--- config.mk ---
export PLATFORM = sky130hd
export DESIGN_NAME = seg_scan_ctrl_flat
export DESIGN_NICKNAME = d
export VERILOG_FILES = /design/src/rtl/seg_scan_if.sv /design/src/rtl/seg_scan_ctrl.sv /design/src/flat_wrapper.sv
export SDC_FILE = /design/constraint.sdc
export NUM_CORES = 1
export LEC_CHECK = 0
export CAP_MARGIN = 20
export CORE_MARGIN = 2
export CORE_UTILIZATION = 50
export DETAILED_ROUTE_END_ITERATION = 16
export PLACE_DENSITY_LB_ADDON = 0.25
export SETUP_SLACK_MARGIN = 0.05
export SLEW_MARGIN = 25
export SYNTH_ARGS = -nofsm -noshare
export SYNTH_HDL_FRONTEND = slang
export SYNTH_SLANG_ARGS = --single-unit
--- constraint.sdc ---
create_clock -name clk -period 2.5 [get_ports clk]
set_clock_uncertainty 0.05 [all_clocks]
set_input_delay 0.5 -clock clk [delete_from_list [all_inputs] [get_ports clk]]
set_output_delay 0.5 -clock clk [all_outputs]
set_load 0.05 [all_outputs]
--- src/rtl/seg_scan_if.sv ---
// Signal bundle between the upstream nibble mux / control logic and the scan controller.
// There is no handshake: sel is registered, digit_val must be a combinational function of sel.
interface seg_scan_if;
  logic       en;
  logic [3:0] digit_val;
  logic [3:0] blank_mask;
  logic [3:0] dp_mask;
  logic [1:0] sel;
  logic [3:0] an;
  logic [6:0] seg;
  logic       dp;

  modport master (
    output en, digit_val, blank_mask, dp_mask,
    input  sel, an, seg, dp
  );

  modport slave (
    input  en, digit_val, blank_mask, dp_mask,
    output sel, an, seg, dp
  );
endinterface

--- src/rtl/seg_scan_ctrl.sv ---
// Time-multiplexed 4-digit seven-segment scan controller with a blanking gap
// at the start of every digit slot; all display outputs are registered.
module seg_scan_ctrl #(
  parameter int REFRESH_DIV  = 100000,
  parameter int BLANK_CYCLES = 16
) (
  input  logic        clk,
  input  logic        rst,
  seg_scan_if.slave   bus,
  output logic [1:0]  o_dbg_phase
);

  localparam int CW = $clog2(REFRESH_DIV);
  localparam logic [CW-1:0] LAST_CNT  = CW'(REFRESH_DIV - 1);
  localparam logic [CW-1:0] BLANK_CNT = CW'(BLANK_CYCLES);

  typedef enum logic [1:0] {
    PH_DARK  = 2'd0,
    PH_BLANK = 2'd1,
    PH_DRIVE = 2'd2
  } phase_t;

  logic [CW-1:0] r_cnt;
  logic [1:0]    r_sel;
  logic          r_restart;
  logic [3:0]    r_an;
  logic [6:0]    r_seg;
  logic          r_dp;

  logic [CW-1:0] w_cnt_eff;
  logic [CW-1:0] w_cnt_nxt;
  logic [1:0]    w_sel_nxt;
  logic          w_restart_nxt;
  logic          w_lit;
  logic [3:0]    w_an_nxt;
  logic [6:0]    w_seg_nxt;
  logic          w_dp_nxt;
  phase_t        w_phase;

  function automatic logic [6:0] hex_decode(input logic [3:0] v);
    logic [6:0] s;
    case (v)
      4'h0: s = 7'b1000000;
      4'h1: s = 7'b1111001;
      4'h2: s = 7'b0100100;
      4'h3: s = 7'b0110000;
      4'h4: s = 7'b0011001;
      4'h5: s = 7'b0010010;
      4'h6: s = 7'b0000010;
      4'h7: s = 7'b1111000;
      4'h8: s = 7'b0000000;
      4'h9: s = 7'b0010000;
      4'hA: s = 7'b0001000;
      4'hB: s = 7'b0000011;
      4'hC: s = 7'b1000110;
      4'hD: s = 7'b0100001;
      4'hE: s = 7'b0000110;
      default: s = 7'b0001110;
    endcase
    return s;
  endfunction

  // cnt holds while disabled; r_restart makes the first enabled edge behave as cnt=0.
  always_comb begin
    w_cnt_eff     = r_restart ? '0 : r_cnt;
    w_cnt_nxt     = r_cnt;
    w_sel_nxt     = r_sel;
    w_restart_nxt = r_restart;
    w_phase       = PH_DARK;

    if (bus.en) begin
      w_restart_nxt = 1'b0;
      w_phase       = (w_cnt_eff < BLANK_CNT) ? PH_BLANK : PH_DRIVE;
      if (w_cnt_eff == LAST_CNT) begin
        w_cnt_nxt = '0;
        w_sel_nxt = r_sel + 2'd1;
      end else begin
        w_cnt_nxt = w_cnt_eff + 1'b1;
      end
    end else begin
      w_restart_nxt = 1'b1;
    end

    w_lit     = (w_phase == PH_DRIVE) && !bus.blank_mask[r_sel];
    w_an_nxt  = 4'b1111;
    w_seg_nxt = 7'b1111111;
    w_dp_nxt  = 1'b1;
    if (w_lit) begin
      w_an_nxt  = ~(4'b0001 << r_sel);
      w_seg_nxt = hex_decode(bus.digit_val);
      w_dp_nxt  = ~bus.dp_mask[r_sel];
    end
  end

  always_ff @(posedge clk) begin
    if (rst) begin
      r_cnt     <= '0;
      r_sel     <= 2'b00;
      r_restart <= 1'b0;
      r_an      <= 4'b1111;
      r_seg     <= 7'b1111111;
      r_dp      <= 1'b1;
    end else begin
      r_cnt     <= w_cnt_nxt;
      r_sel     <= w_sel_nxt;
      r_restart <= w_restart_nxt;
      r_an      <= w_an_nxt;
      r_seg     <= w_seg_nxt;
      r_dp      <= w_dp_nxt;
    end
  end

  assign bus.sel     = r_sel;
  assign bus.an      = r_an;
  assign bus.seg     = r_seg;
  assign bus.dp      = r_dp;
  assign o_dbg_phase = w_phase;

endmodule

--- src/flat_wrapper.sv ---
// flat-port wrapper written by rule: the top's interface ports become plain ports
module seg_scan_ctrl_flat 
#(
  parameter int REFRESH_DIV  = 100000,
  parameter int BLANK_CYCLES = 16
)
  (clk, rst, o_dbg_phase, bus_en, bus_digit_val, bus_blank_mask, bus_dp_mask, bus_sel, bus_an, bus_seg, bus_dp);
  seg_scan_if bus_i ();
  input  logic clk;
  input  logic rst;
  output logic [1:0] o_dbg_phase;
  input wire logic [$bits(bus_i.en)-1:0] bus_en;
  input wire logic [$bits(bus_i.digit_val)-1:0] bus_digit_val;
  input wire logic [$bits(bus_i.blank_mask)-1:0] bus_blank_mask;
  input wire logic [$bits(bus_i.dp_mask)-1:0] bus_dp_mask;
  output wire logic [$bits(bus_i.sel)-1:0] bus_sel;
  output wire logic [$bits(bus_i.an)-1:0] bus_an;
  output wire logic [$bits(bus_i.seg)-1:0] bus_seg;
  output wire logic [$bits(bus_i.dp)-1:0] bus_dp;
  assign bus_i.en = bus_en;
  assign bus_i.digit_val = bus_digit_val;
  assign bus_i.blank_mask = bus_blank_mask;
  assign bus_i.dp_mask = bus_dp_mask;
  assign bus_sel = bus_i.sel;
  assign bus_an = bus_i.an;
  assign bus_seg = bus_i.seg;
  assign bus_dp = bus_i.dp;
  seg_scan_ctrl #(.REFRESH_DIV(REFRESH_DIV), .BLANK_CYCLES(BLANK_CYCLES)) u_core (.clk(clk), .rst(rst), .bus(bus_i), .o_dbg_phase(o_dbg_phase));
endmodule
* Word level (Yosys, flattened, before mapping)
Memory sizes are Yosys's and may differ from the RTL's. A register that Yosys moved wholly into a read port is not among the register bits.
Cells that the tools add are included.
Widths: inputs -> output; s select.
** Cells by class
- Add/subtract/negate cells :: 2
- $lt $le $gt $ge :: 2
- Equal/unequal tests :: 2
- Shift operators :: 1
- Multiplexer cells :: 9
- Bitwise logic cells :: 3
- Reduce and logical (&&, ||, !) cells :: 4
** Operator list (number)
- $mux 17 :: 2
- $add 17x1->17 const B :: 1
- $eq 17x17->1 const B :: 1
- $lt 17x5->1 const B :: 1
- $bmux 1 s2 :: 2
- $mux 2 :: 2
- $not 4->4 :: 1
- $shl 1x2->4 const A :: 1
- $lt 2x3->1 const B :: 1
- $mux 1 :: 3
- $add 2x1->2 const B :: 1
- $eq 2x2->1 const B :: 1
- $not 1->1 :: 2
- $reduce_and 2->1 :: 1
- $reduce_or 2->1 :: 1
- $logic_and 1x1->1 :: 1
- $logic_not 1->1 :: 1
** Word-level totals
- Register bits :: 25
- ROM bits :: 112
- Output and inout port bits :: 16
- Word-level logic and storage cells :: 29
- Memories :: 1
** Memories
- (name not given) :: words 16, width 7, rd ports 1, clocked after Yosys merged registers in 1, write ports 0, line seg_scan_ctrl.sv:42 : case (v)

* Logic depth before layout (Yosys ltp)
- Depth in word-level cells :: 8
- Mapped depth :: 9

* Worst setup path before layout
Ideal clock, no wire load.
- Path type :: flip-flop to output port
- Start point :: register u_core.r_cnt[12]
- End point :: output o_dbg_phase[0]
- Data arrival time :: 2.000 ns
- Data required time :: 1.950 ns
- Setup slack :: -0.050 ns
- Stages on the path, launching flop included :: 6
- Path buffers :: 0
- Cells stage by stage :: dfxtp_1 -> or4_4 -> nor4_4 -> and3_1 -> nor2_1 -> nor2_1
** On the way
- Word-level cells in the longest chain between the ends :: 4
** Ends and longest elaborated chain
- start, declared :: line seg_scan_ctrl.sv:23 : logic [CW-1:0] r_cnt;
- start signal, assigned :: line seg_scan_ctrl.sv:104 : r_cnt <= w_cnt_nxt;
- $mux 17 :: line seg_scan_ctrl.sv:65 : w_cnt_eff = r_restart ? '0 : r_cnt;
- $lt 17x5->1 :: line seg_scan_ctrl.sv:73 : w_phase = (w_cnt_eff < BLANK_CNT) ? PH_BLANK : PH_DRIVE;
- $mux 2 :: line seg_scan_ctrl.sv:73
- $mux 2 :: line seg_scan_ctrl.sv:71 : if (bus.en) begin
- end, declared :: line flat_wrapper.sv:11 : output logic [1:0] o_dbg_phase;
No other way between the ends.

* Final worst setup path
- Start point :: register u_core.r_cnt[11]
- End point :: output o_dbg_phase[0]
The elaborated chain is that of the path after synthesis.

==> key figures <==
Run status
  • Outcome: complete, no violations

Timing
  • Final hold violations: 0
  • Relative slew slack: 0.448
  • FMAX: a little over 400 MHz
  • RSZ-0062 raised after global routing: yes
  • Post-route minimum period: 2.47 ns
  • Worst-case hold slack: 0.461 ns
  • Least-Margin Pin Slew: a little over 0.8 ns
  • Max-slew violations: 0
  • Setup violations, final: 0
  • Final period utilization: 0.989

Final layout
  • Net count, final: 286
  • Final instance area: 2370 µm²
  • Register area: 647 µm²
  • Filler cell count in the final layout: approximately 280
  • Fin cells: 307
  • Commonest non-fill, non-tap cell in the layout: dfxtp_1
  • Area Overhead vs Synth: 31.2%
  • Leading cell types in the layout, fill and taps excluded: dfxtp_1 (29), nand2_1 (28), clkdlybuf4s50_1 (28)
  • Ratio of cells with drive above 1 in the final layout: 0.161
  • Multi-input logic area: 1080 µm²
  • Antenna diodes: 0

Routing
  • ANT nets after route: 0
  • DR WL/cell: ~13 µm
  • Initial DRC Count: 102
  • WL final: roughly 4100 µm
  • Routed via count: 1,720
  • Drt pass-1 iters: 4
  • Drt via density: 5.60
  • DRC viols: 0

Clock network
  • Clk slew on worst S/H paths: 0.11 ns
  • CTS buffer count: 5
  • H-tree depth: 2
  • Latest clock arrival within the worst-skew pair: 0.33 ns
  • Clock sink total: 32
  • CTS tree: yes
  • Clock tree buffer depth: 2
  • CTS Root Cell: clkbuf_4

Floorplanning
  • Core box area: 3420 µm²
  • IO Pins: 31
  • Die Y: 64.1 µm
  • Initial Utilization: 0.529
  • Die W: ~64 µm
  • Floorplan row count: 21
  • Total die area: around 4100 µm²

Flow run
  • Max-Cap Viols: 0

Global route
  • Largest net degree at the start of global routing: 13
  • Vias in the first global route: 1,623
  • Initial antenna violation count: 0
  • Global Route Usage Sum: 0.219
  • First-pass GRT wire length: 7180 µm
  • Grt ovf: 0

Placed design
  • Gpl congestion: 0.905
  • DP Area: 2230 µm²
  • Buffers on Ports: 30
  • DP HPWL: 3020 µm
  • Placed cell count: 295

Synth
  • Yosys warnings: 0
  • Post-Syn Nets: 243
  • Post-synth top flop: dfxtp_1
  • #FFs+latches synth: 32
  • Syn Area/Cell: 8.33 µm²
  • Ys async rst share: 0
  • Synthesized area: 1810 µm²
  • Post-Syn Instances: 217
  • Post-synthesis sequential area ratio: 0.354
  • Number of synthesized flops with an enable pin: 0
  • Yosys cell types: 50

Critical path
  • Startpoint Class: flop
  • Worst Path Max Fanout: 2
  • CP arrival: 1.92 ns
  • Critical path class: flop to primary output
  • Delay of the slowest critical-path stage: 0.54 ns
  • CP cell instances: or4_4 -> nor4_4 -> and3_4 -> nor2_1 -> nor2_2 -> buf_12
  • CP Capture Type: primary output
  • Critical Path RT: just under 2 ns
  • Slowest CP cell: or4_4

Power and ir drop
  • PwrDens: 446 nW/µm²
  • Maximum vdd drop: 0.000346 V
  • Leak: 0.000862 µW

Min path
  • Worst hold path class: flop to flop
## state kept, by name (all words and copies together) (netlist names)
register          cells
u_core.bus.seg        7
u_core.r_restart      1
u_core.bus.dp         1
u_core.bus.sel        2
u_core.r_cnt         17
u_core.bus.an         4
## area by class of cell
cell class / instances / share of cell area
Inverter: 15 / 0.0237
Multi-Input combinational cell: 161 / 0.457
Clock inverter: 1 / 0.0127
Tap cell: 46 / 0.0243
Clock buffer: 7 / 0.0274
Sequential cell: 32 / 0.273
Timing Repair Buffer: 45 / 0.182
## worst max-delay path: cells and delay by family (launching register included)
family | cells | cell delay (ns)
DFF | 1 | 0.33
buffers and inverters | 1 | 0.15
and+or+nand+nor | 5 | 1.10
## synth_stat cells (2+ instances only)
cell / count / area (µm²)
a21oi_1: 7 / 35.0
a22oi_1: 2 / 15.0
a32oi_1: 4 / 35.0
clkbuf_1: 4 / 15.0
dfxtp_1: 32 / 641
ha_1: 11 / 138
inv_1: 14 / 52.6
mux2i_1: 3 / 30.0
mux4_2: 2 / 45.0
nand2_1: 28 / 105
nand2b_1: 6 / 37.5
nand3_1: 10 / 50.1
nand3b_1: 2 / 15.0
nand4_1: 2 / 12.5
nor2_1: 24 / 90.1
nor2b_1: 2 / 12.5
nor3_1: 7 / 35.0
nor4_1: 4 / 25.0
nor4b_1: 2 / 17.5
o211ai_1: 2 / 15.0
o21ai_0: 13 / 65.1
o311ai_0: 3 / 26.3
o31ai_1: 4 / 30.0
or4_4: 2 / 22.5
xnor2_1: 2 / 17.5
## power breakdown
part / switching [µW] / internal (µW) / total, µW / leakage (µW)
combinational: 54.2 / 49.0 / 103 / 0.000550
sequential: 2.35 / 511 / 514 / 0.000261
clock: 176 / 265 / 442 / 0.0000515
## worst paths after layout
kind                     from          endpoint  slack [ns]  depth (start not counted)
max          u_core.r_cnt[11]    o_dbg_phase[0]        0.03                          6
min reg2reg   u_core.r_cnt[0]   u_core.r_cnt[0]        0.46                          2
max reg2reg   u_core.r_cnt[0]  u_core.r_cnt[10]        0.30                          7
min           u_core.r_cnt[0]   u_core.r_cnt[0]        0.46                          2
## layer usage
layer  track usage  wire length (µm)
met1         0.304              1960
met2         0.340              1830
met3        0.0546               244
met4        0.0612                61
met5             0                 0
## metrics by stage
step                setup WS (ns)  utilization  setup TNS, ns  total power (µW)
floorplan                   0.171            -              0               581
global placement            0.229        0.653              0               628
detailed placement          0.173        0.653              0               629
CTS                       -0.0275        0.690        -0.0275              1070
global route              -0.0422        0.695        -0.0647              1100
finish                     0.0265        0.695              0              1060
## cell families (layout without fill, tap and decap cells)
group,Yosys count,in the layout,share of synthesized area
xor+xnor,3,3,0.0145
fa+ha+maj,11,11,0.0761
compound gates,44,44,0.172
buf+inv,24,68,0.0574
simple gates,98,98,0.284
flops,32,32,0.354
mux,5,5,0.0415
## repair_timing
action | in CTS | in global routing
buffers inserted | 3 | 1
setup endpoints to repair | 2 | 5
pin swaps | 2 | 1
resized for setup | 4 | 2
hold buffers | 0 | 0
No activity file was read; power rests on OpenSTA's default activity.
